--- src/rtl/jt51_mmr_dec.sv ---
//------------------------------------------------------------------------------
// Module   : jt51_mmr_dec
// Function : YM2151-style CPU register write decoder. Latches the register
//            address, applies data writes on the P1 clock enable, drives the
//            held per-slot update strobes with op/ch/data for one full slot
//            round, and holds the global (noise/timer/LFO/CT) registers.
// Revision : 1.0  initial release
//------------------------------------------------------------------------------
`default_nettype none

module jt51_mmr_dec #(
  parameter int BUSY_CNT = 32
) (
  input  logic       clk,
  input  logic       rst_n,
  input  logic       cen,
  input  logic       cs_n,
  input  logic       wr_n,
  input  logic       a0,
  input  logic [7:0] din,
  output logic       busy,
  output logic [7:0] dout,
  output logic [1:0] op,
  output logic [2:0] ch,
  output logic       up_rl,
  output logic       up_kc,
  output logic       up_kf,
  output logic       up_pms,
  output logic       up_dt1,
  output logic       up_tl,
  output logic       up_ks,
  output logic       up_amsen,
  output logic       up_dt2,
  output logic       up_d1l,
  output logic       up_keyon,
  output logic       ne,
  output logic [4:0] nfrq,
  output logic [9:0] value_A,
  output logic [7:0] value_B,
  output logic       csm,
  output logic       load_A,
  output logic       load_B,
  output logic       en_irq_A,
  output logic       en_irq_B,
  output logic       clr_flag_A,
  output logic       clr_flag_B,
  output logic [7:0] lfo_freq,
  output logic [6:0] amd,
  output logic [6:0] pmd,
  output logic       ct1,
  output logic       ct2,
  output logic [1:0] lfo_w
);

  localparam int              CW       = (BUSY_CNT > 2) ? $clog2(BUSY_CNT) : 1;
  localparam logic [CW-1:0]   CNT_LOAD = CW'(BUSY_CNT - 1);

  // Strobe vector bit positions
  localparam int S_KEYON = 0;
  localparam int S_D1L   = 1;
  localparam int S_DT2   = 2;
  localparam int S_AMSEN = 3;
  localparam int S_KS    = 4;
  localparam int S_TL    = 5;
  localparam int S_DT1   = 6;
  localparam int S_PMS   = 7;
  localparam int S_KF    = 8;
  localparam int S_KC    = 9;
  localparam int S_RL    = 10;

  logic          r_act_d;
  logic [7:0]    r_addr;
  logic          r_pend;
  logic [7:0]    r_pdata;
  logic [CW-1:0] r_cnt;
  logic [10:0]   r_strb;

  logic          w_act;
  logic          w_wr;
  logic          w_clear;
  logic          w_data_ok;
  logic          w_apply;
  logic [10:0]   w_strb;
  logic [1:0]    w_op;
  logic [2:0]    w_ch;

  // Bus activity is edge-qualified so a long low pulse is a single write.
  assign w_act     = ~cs_n & ~wr_n;
  assign w_wr      = w_act & ~r_act_d;
  // The cen on which the busy period ends; a write on this clk is not blocked.
  assign w_clear   = cen & busy & (r_cnt == '0);
  assign w_data_ok = w_wr & a0 & ~r_pend & (~busy | w_clear);
  assign w_apply   = cen & r_pend & ~busy;

  assign up_keyon = r_strb[S_KEYON];
  assign up_d1l   = r_strb[S_D1L];
  assign up_dt2   = r_strb[S_DT2];
  assign up_amsen = r_strb[S_AMSEN];
  assign up_ks    = r_strb[S_KS];
  assign up_tl    = r_strb[S_TL];
  assign up_dt1   = r_strb[S_DT1];
  assign up_pms   = r_strb[S_PMS];
  assign up_kf    = r_strb[S_KF];
  assign up_kc    = r_strb[S_KC];
  assign up_rl    = r_strb[S_RL];

  // Decode the latched address into a one-hot strobe and its op/ch target.
  always_comb begin
    w_strb = '0;
    w_op   = r_addr[4:3];
    w_ch   = r_addr[2:0];
    if (r_addr == 8'h08) begin
      w_strb[S_KEYON] = 1'b1;
      w_op            = 2'd0;
      w_ch            = r_pdata[2:0];
    end else if (r_addr[7:5] == 3'b001) begin
      w_op = 2'd0;
      case (r_addr[4:3])
        2'd0:    w_strb[S_RL]  = 1'b1;
        2'd1:    w_strb[S_KC]  = 1'b1;
        2'd2:    w_strb[S_KF]  = 1'b1;
        default: w_strb[S_PMS] = 1'b1;
      endcase
    end else if (r_addr[7:6] != 2'b00) begin
      case (r_addr[7:5])
        3'd2:    w_strb[S_DT1]   = 1'b1;
        3'd3:    w_strb[S_TL]    = 1'b1;
        3'd4:    w_strb[S_KS]    = 1'b1;
        3'd5:    w_strb[S_AMSEN] = 1'b1;
        3'd6:    w_strb[S_DT2]   = 1'b1;
        default: w_strb[S_D1L]   = 1'b1;
      endcase
    end
  end

  // CPU bus capture: address latch and single-entry pending data write.
  always_ff @(posedge clk or negedge rst_n) begin
    if (!rst_n) begin
      r_act_d <= 1'b0;
      r_addr  <= 8'h00;
      r_pend  <= 1'b0;
      r_pdata <= 8'h00;
    end else begin
      r_act_d <= w_act;
      if (w_wr && !a0) begin
        r_addr <= din;
      end
      if (w_apply) begin
        r_pend <= 1'b0;
      end else if (w_data_ok) begin
        r_pend  <= 1'b1;
        r_pdata <= din;
      end
    end
  end

  // Pipeline-facing outputs: apply a pending write and hold it for one slot round.
  always_ff @(posedge clk or negedge rst_n) begin
    if (!rst_n) begin
      busy   <= 1'b0;
      r_cnt  <= '0;
      r_strb <= '0;
      dout   <= 8'h00;
      op     <= 2'd0;
      ch     <= 3'd0;
    end else if (cen) begin
      if (busy) begin
        if (r_cnt == '0) begin
          busy   <= 1'b0;
          r_strb <= '0;
        end else begin
          r_cnt <= r_cnt - 1'b1;
        end
      end else if (r_pend) begin
        busy   <= 1'b1;
        r_cnt  <= CNT_LOAD;
        r_strb <= w_strb;
        if (|w_strb) begin
          dout <= r_pdata;
          op   <= w_op;
          ch   <= w_ch;
        end
      end
    end
  end

  // Global registers, updated on the applying cen; flag clears last one cen.
  always_ff @(posedge clk or negedge rst_n) begin
    if (!rst_n) begin
      ne         <= 1'b0;
      nfrq       <= 5'd0;
      value_A    <= 10'd0;
      value_B    <= 8'd0;
      csm        <= 1'b0;
      load_A     <= 1'b0;
      load_B     <= 1'b0;
      en_irq_A   <= 1'b0;
      en_irq_B   <= 1'b0;
      clr_flag_A <= 1'b0;
      clr_flag_B <= 1'b0;
      lfo_freq   <= 8'd0;
      amd        <= 7'd0;
      pmd        <= 7'd0;
      ct1        <= 1'b0;
      ct2        <= 1'b0;
      lfo_w      <= 2'd0;
    end else if (cen) begin
      clr_flag_A <= 1'b0;
      clr_flag_B <= 1'b0;
      if (w_apply) begin
        case (r_addr)
          8'h0F: begin
            ne   <= r_pdata[7];
            nfrq <= r_pdata[4:0];
          end
          8'h10: value_A[9:2] <= r_pdata;
          8'h11: value_A[1:0] <= r_pdata[1:0];
          8'h12: value_B      <= r_pdata;
          8'h14: begin
            csm        <= r_pdata[7];
            load_A     <= r_pdata[0];
            load_B     <= r_pdata[1];
            en_irq_A   <= r_pdata[2];
            en_irq_B   <= r_pdata[3];
            clr_flag_A <= r_pdata[4];
            clr_flag_B <= r_pdata[5];
          end
          8'h18: lfo_freq <= r_pdata;
          8'h19: begin
            if (r_pdata[7]) pmd <= r_pdata[6:0];
            else            amd <= r_pdata[6:0];
          end
          8'h1B: begin
            ct1   <= r_pdata[6];
            ct2   <= r_pdata[7];
            lfo_w <= r_pdata[1:0];
          end
          default: ;
        endcase
      end
    end
  end

endmodule

`default_nettype wire

--- config.mk ---
export PLATFORM = sky130hd
export DESIGN_NAME = jt51_mmr_dec
export DESIGN_NICKNAME = d
export VERILOG_FILES = /design/src/rtl/jt51_mmr_dec.sv
export SDC_FILE = /design/constraint.sdc
export NUM_CORES = 1
export LEC_CHECK = 0
export ABC_AREA = 0
export BUFFER_PORTS_ARGS = -buffer_cell sky130_fd_sc_hd__buf_2
export CAP_MARGIN = 20
export CORE_AREA = 2 2 98 100
export CTS_BUF_LIST = sky130_fd_sc_hd__clkbuf_2
export DETAILED_ROUTE_END_ITERATION = 8
export DIE_AREA = 0 0 100 102
export GPL_TIMING_DRIVEN = 0
export PLACE_DENSITY = 0.77
export RECOVER_POWER = 50
export SETUP_SLACK_MARGIN = 0.1
export SLEW_MARGIN = 20
export SYNTH_ARGS = -nofsm -noshare
export SYNTH_HDL_FRONTEND = slang
export SYNTH_SLANG_ARGS = --single-unit
--- constraint.sdc ---
create_clock -name clk -period 2.3 [get_ports clk]
set_clock_uncertainty 0.15 [all_clocks]
set_input_delay 0.23 -clock clk [delete_from_list [all_inputs] [get_ports clk]]
set_output_delay 0.23 -clock clk [all_outputs]
set_load 0.02 [all_outputs]
### Word-level counts from Yosys, hierarchy flattened

Index checks and enable logic that the tools add are counted.
Widths: inputs -> output; s select.

* bits in registers: 105
* output and inout port bits: 82
* word-level logic and storage cells: 121

* reduce and logical (&&, ||, !) cells: 23
* bitwise operators: 17
* mux-type cells: 33
* equality and inequality tests: 19
* add/sub/neg operators: 1

Operator list (count)
* $eq 8x5->1 const B: 7
* $mux 11: 3
* $reduce_and 3->1: 9
* $mux 1: 20
* $eq 8x4->1 const B: 2
* $mux 5: 3
* $mux 6: 2
* $reduce_and 4->1: 3
* $reduce_or 11->1: 1
* $mux 10: 1
* $and 1x1->1: 9
* $eq 3x3->1 const B: 3
* $not 1->1: 7
* $eq 3x2->1 const B: 2
* $reduce_bool 2->1: 3
* $logic_not 5->1: 1
* $reduce_or 5->1: 1
* $sub 5x1->5 const B: 1
* $mux 2: 2
* $mux 4: 1
* $eq 3x1->1 const B: 1
* $mux 3: 1
* $reduce_or 3->1: 1
* $eq 2x1->1 const B: 1
* 8 further kinds: 8

### Longest topological paths before layout

* depth after elaboration: 8
* mapped depth: 6
* gate-level depth less buffers: 5

### Worst setup path before layout

OpenSTA, ideal clock, no wires.

* path kind: register -> register
* start point: reg r_addr[5]
* end point: reg value_B[0]
* data arrival time: 1.926 ns
* cell stages (with the launch flop): 5
* data required time: 2.025 ns
* slack: 0.099 ns
* library setup time: 0.125 ns
* path through: dfrtp_1 buf_2 or4b_4 nor4_4 mux2_2

* word-level cells in the longest chain between the ends: 2

Ends and longest elaborated chain
* from (decl): line 72 `logic [7:0] r_addr;`
* from (signal assigned): line 146 `r_addr <= din;`
* $eq 8x5->1: line 211 `case (r_addr)`
* $reduce_and 3->1 (no line)
* to (signal assigned): line 218 `8'h12: value_B <= r_pdata;`
* to (decl): line 39 `output logic [7:0] value_B,`

Every way passes these cells.
A chain may end at the register's enable or synchronous reset.

### Worst setup path after layout

* start point: reg r_addr[0]
* end point: reg en_irq_B

* word-level cells in the longest chain between the ends: 2

Ends and longest elaborated chain
* $eq 8x5->1: line 211
* $reduce_and 3->1 (no line)
* to (signal assigned): line 224 `en_irq_B <= r_pdata[3];`
* to (decl): line 44 `output logic en_irq_B,`

Every way passes these cells.

==> flow_summary.toml <==
[status]
outcome = "complete, no violations"

[grt]
track_usage_pct = 22.7
first_global_vias = 3347
overflow = 0
grt_pass1_wl_mm = 17.8
antenna_found_initial = 0
grt_max_degree = 64

[setup_path]
path_class = "reg -> reg"
end_kind = "register"
cp_data_arrival_time_ns = 2.56
critPathSlowestCell = "or4bb_4"
rr_endpoint = "en_irq_B"
cp-start-kind = "register"
r2r_cells = 5
max_stage_delay_ns = 0.58
r2r_setup_slack_ns = 0.11
path_cells = "buf_6 > or4bb_4 > nor4_4 > buf_6 > mux2_2"
path_buf_inv = 2
crit_top_cell = "buf_6"
cp_max_fo = 8
critical-path-top-delay-family = "simple AND/OR/NAND/NOR gates"
reg2reg_from = "r_addr[0]"
required_ns = 2.67

[placed_design]
place_area_sq_mm = 0.00521
dp_cells = 561
dpl.hpwl_mm = 7.55
routabilityCongestion = 0.816
portBuffers = 95
dp_slack_ns = -0.139

[floorplan]
coreArea_sq_mm = 0.00911
die_area_sq_mm = 0.0102
fp.dieH_um = 102
ios = 96
die_w_um = 100
start_util_pct = 50.1
num_rows = 35

[route]
drt-initial-drc-count = 245
antenna_left = 0
drt_first_pass_iters = 4
wl_per_cell_um = 18.4
wl_mm = 11.2
vias = 3415
drc_errors = 0
post_drt_via_cell_ratio = 5.62

[finish]
layout_commonest_cell = "dfrtp_1"
drive_gt1_share_pct = 36.8
post-route-util_pct = 61.8
final_cells = 608
n_antenna_cell = 0
final_cell_mix = "dfrtp_1, mux2_2, buf_2"
synthToLayoutAreaGrowth_pct = 23.4
final_cell_area_sq_mm = 0.00563
nNetsFinal = 508

[synthesis]
ys.warnings.count = 0
synthArstFlopShare_pct = 100
synth-main-ff-cell = "dfrtp_1"
synth_edf_count = 0
syn_area_sq_mm = 0.00456
avgSynthCellArea_sq_um = 12.9
synth_nets = 370
ys_ff_latch = 105
ys_seq_area_share_pct = 57.6
synth_cells = 354
synth_cell_types = 49

[power_and_ir_drop]
powerDensity_mw_per_mm2 = 847
total_power_mw = 4.77
p_clk_share_pct = 18.4
seqPwrFrac_pct = 49.3
power.leakage_nw = 2.69
intPower_mw = 2.93
p_switching_mw = 1.84
peakVddDrop_mv = 0.356
comb_power_share_pct = 32.3
p_sw_share_pct = 38.5

[min_path]
hold_start = "din[6]"
min_to = "r_addr[6]"
hp-class = "in -> reg"
min_path_cells = 3

[clock_tree]
clock_latency_ns = 0.61
clk_pin_slew_worst_paths_ns = 0.32
h-tree-depth = 3
cts_sinks = 105
numCtsBuffers = 9
root_buffer = "clkbuf_2"
cts_tree = "yes"
clock_path_buffers = 2

[sta]
hold_viol_final = 0
fin_ws_ns = 0.106
slew_headroom_pct = 31.0
fin_setup_tns_ns = 0
max_freq_mhz = 456
period_share_pct = 95.4
slew_viol_final = 0
fin_hold_ws_ns = 0.243
setup_viol = 0
rsz0062_at_grt = "yes"
period_needed_ns = 2.19
tightest_slew_ns = 1.04

[job]
drv_cap = 0
==> timing repair <==
| action | CTS | global route |
|---|---|---|
| hold endpoints to repair | 124 | 0 |
| gates resized for setup | 14 | 21 |
| pin swaps | 7 | 6 |
| buffers inserted | 11 | 5 |
| hold buffers | 16 | 0 |
| setup endpoints to repair | 74 | 60 |
==> sequential cells by signal, summed over array words and instances, names as in the netlist, 3 cells and up <==
register  count
amd           7
ch            3
dout          8
lfo_freq      8
nfrq          5
pmd           7
r_addr        8
r_cnt         5
r_pdata       8
r_strb       11
value_A      10
value_B       8
==> worst register-to-register path, cell delays in order, from the launching register on <==
cell	delay, ns
dfrtp_1	0.45
buf_6	0.13
or4bb_4	0.58
nor4_4	0.29
buf_6	0.17
mux2_2	0.33
==> per-layer routing <==
layer  vias up  share of wire, %  global-route usage (%)
met3        17               4.5                    4.51
met4         0               1.6                    7.59
met2        99                50                    37.8
met1      1716                44                    30.2
met5         -                 0                       0
li1       1583                 -                       -
==> power groups by stage <==
stage               logic (mW)  registers, mW  clock network [mW]
floorplan                0.726           2.60                   0
global placement          1.39           2.35                   0
detailed placement        1.44           2.37                   0
CTS                       1.53           2.35               0.887
global route              1.67           2.40               0.960
finish                    1.54           2.35               0.877
==> how the worst max path moves through the flow <==
| stage | start | cells past startpoint | endpoint | slack (ns) |
|---|---|---|---|---|
| finish | r_addr[0] | 5 | en_irq_B | 0.11 |
| global route | r_addr[4] | 5 | dout[4] | 0.05 |
| CTS | r_cnt[1] | 6 | r_pdata[3] | 0.10 |
| detailed placement | r_addr[7] | 5 | value_A[4] | -0.14 |
| global placement | rst_n | 1 | dout[7] | -0.22 |
| floorplan | r_addr[0] | 4 | value_B[0] | 0.12 |
==> cell type report <==
type | instances | area [sq um]
well taps | 111 | 139
repair buffers | 128 | 713
inverters | 6 | 22.5
clock buffers | 9 | 45.0
fillers | 758 | 3480
plain buffers | 25 | 140
multi-input cells | 217 | 1870
clock inverters | 7 | 72.6
flip-flops and latches | 105 | 2630
==> kinds of logic (layout without fill, tap and decap cells) <==
kind of cell	Yosys count	count (layout)	synth area share (%)
buf+inv	32	175	2.80
fa+ha+maj	2	2	0.548
compound gates	59	59	9.30
mux	73	73	18.0
simple gates	83	83	11.8
flops	105	105	57.6
==> cells in the mapped netlist (all sizes together), types with 3 or more instances <==
| master | number | area [sq um] |
|---|---|---|
| nor2 | 12 | 45.0 |
| a21oi | 5 | 25.0 |
| o32ai | 7 | 61.3 |
| dfrtp | 105 | 2630 |
| buf | 11 | 48.8 |
| nand4 | 5 | 31.3 |
| nor3 | 5 | 25.0 |
| mux2 | 71 | 800 |
| nand3 | 10 | 50.1 |
| or4b | 3 | 33.8 |
| nand2b | 8 | 50.1 |
| nor4 | 5 | 82.6 |
| inv | 5 | 18.8 |
| clkbuf | 15 | 56.3 |
| o2bb2ai | 4 | 35.0 |
| nand2 | 14 | 52.6 |
| o211ai | 17 | 128 |
| o21ai | 11 | 55.1 |
| nor2b | 3 | 18.8 |
| nor4b | 3 | 32.5 |
Power figures use the tool's default switching activity.
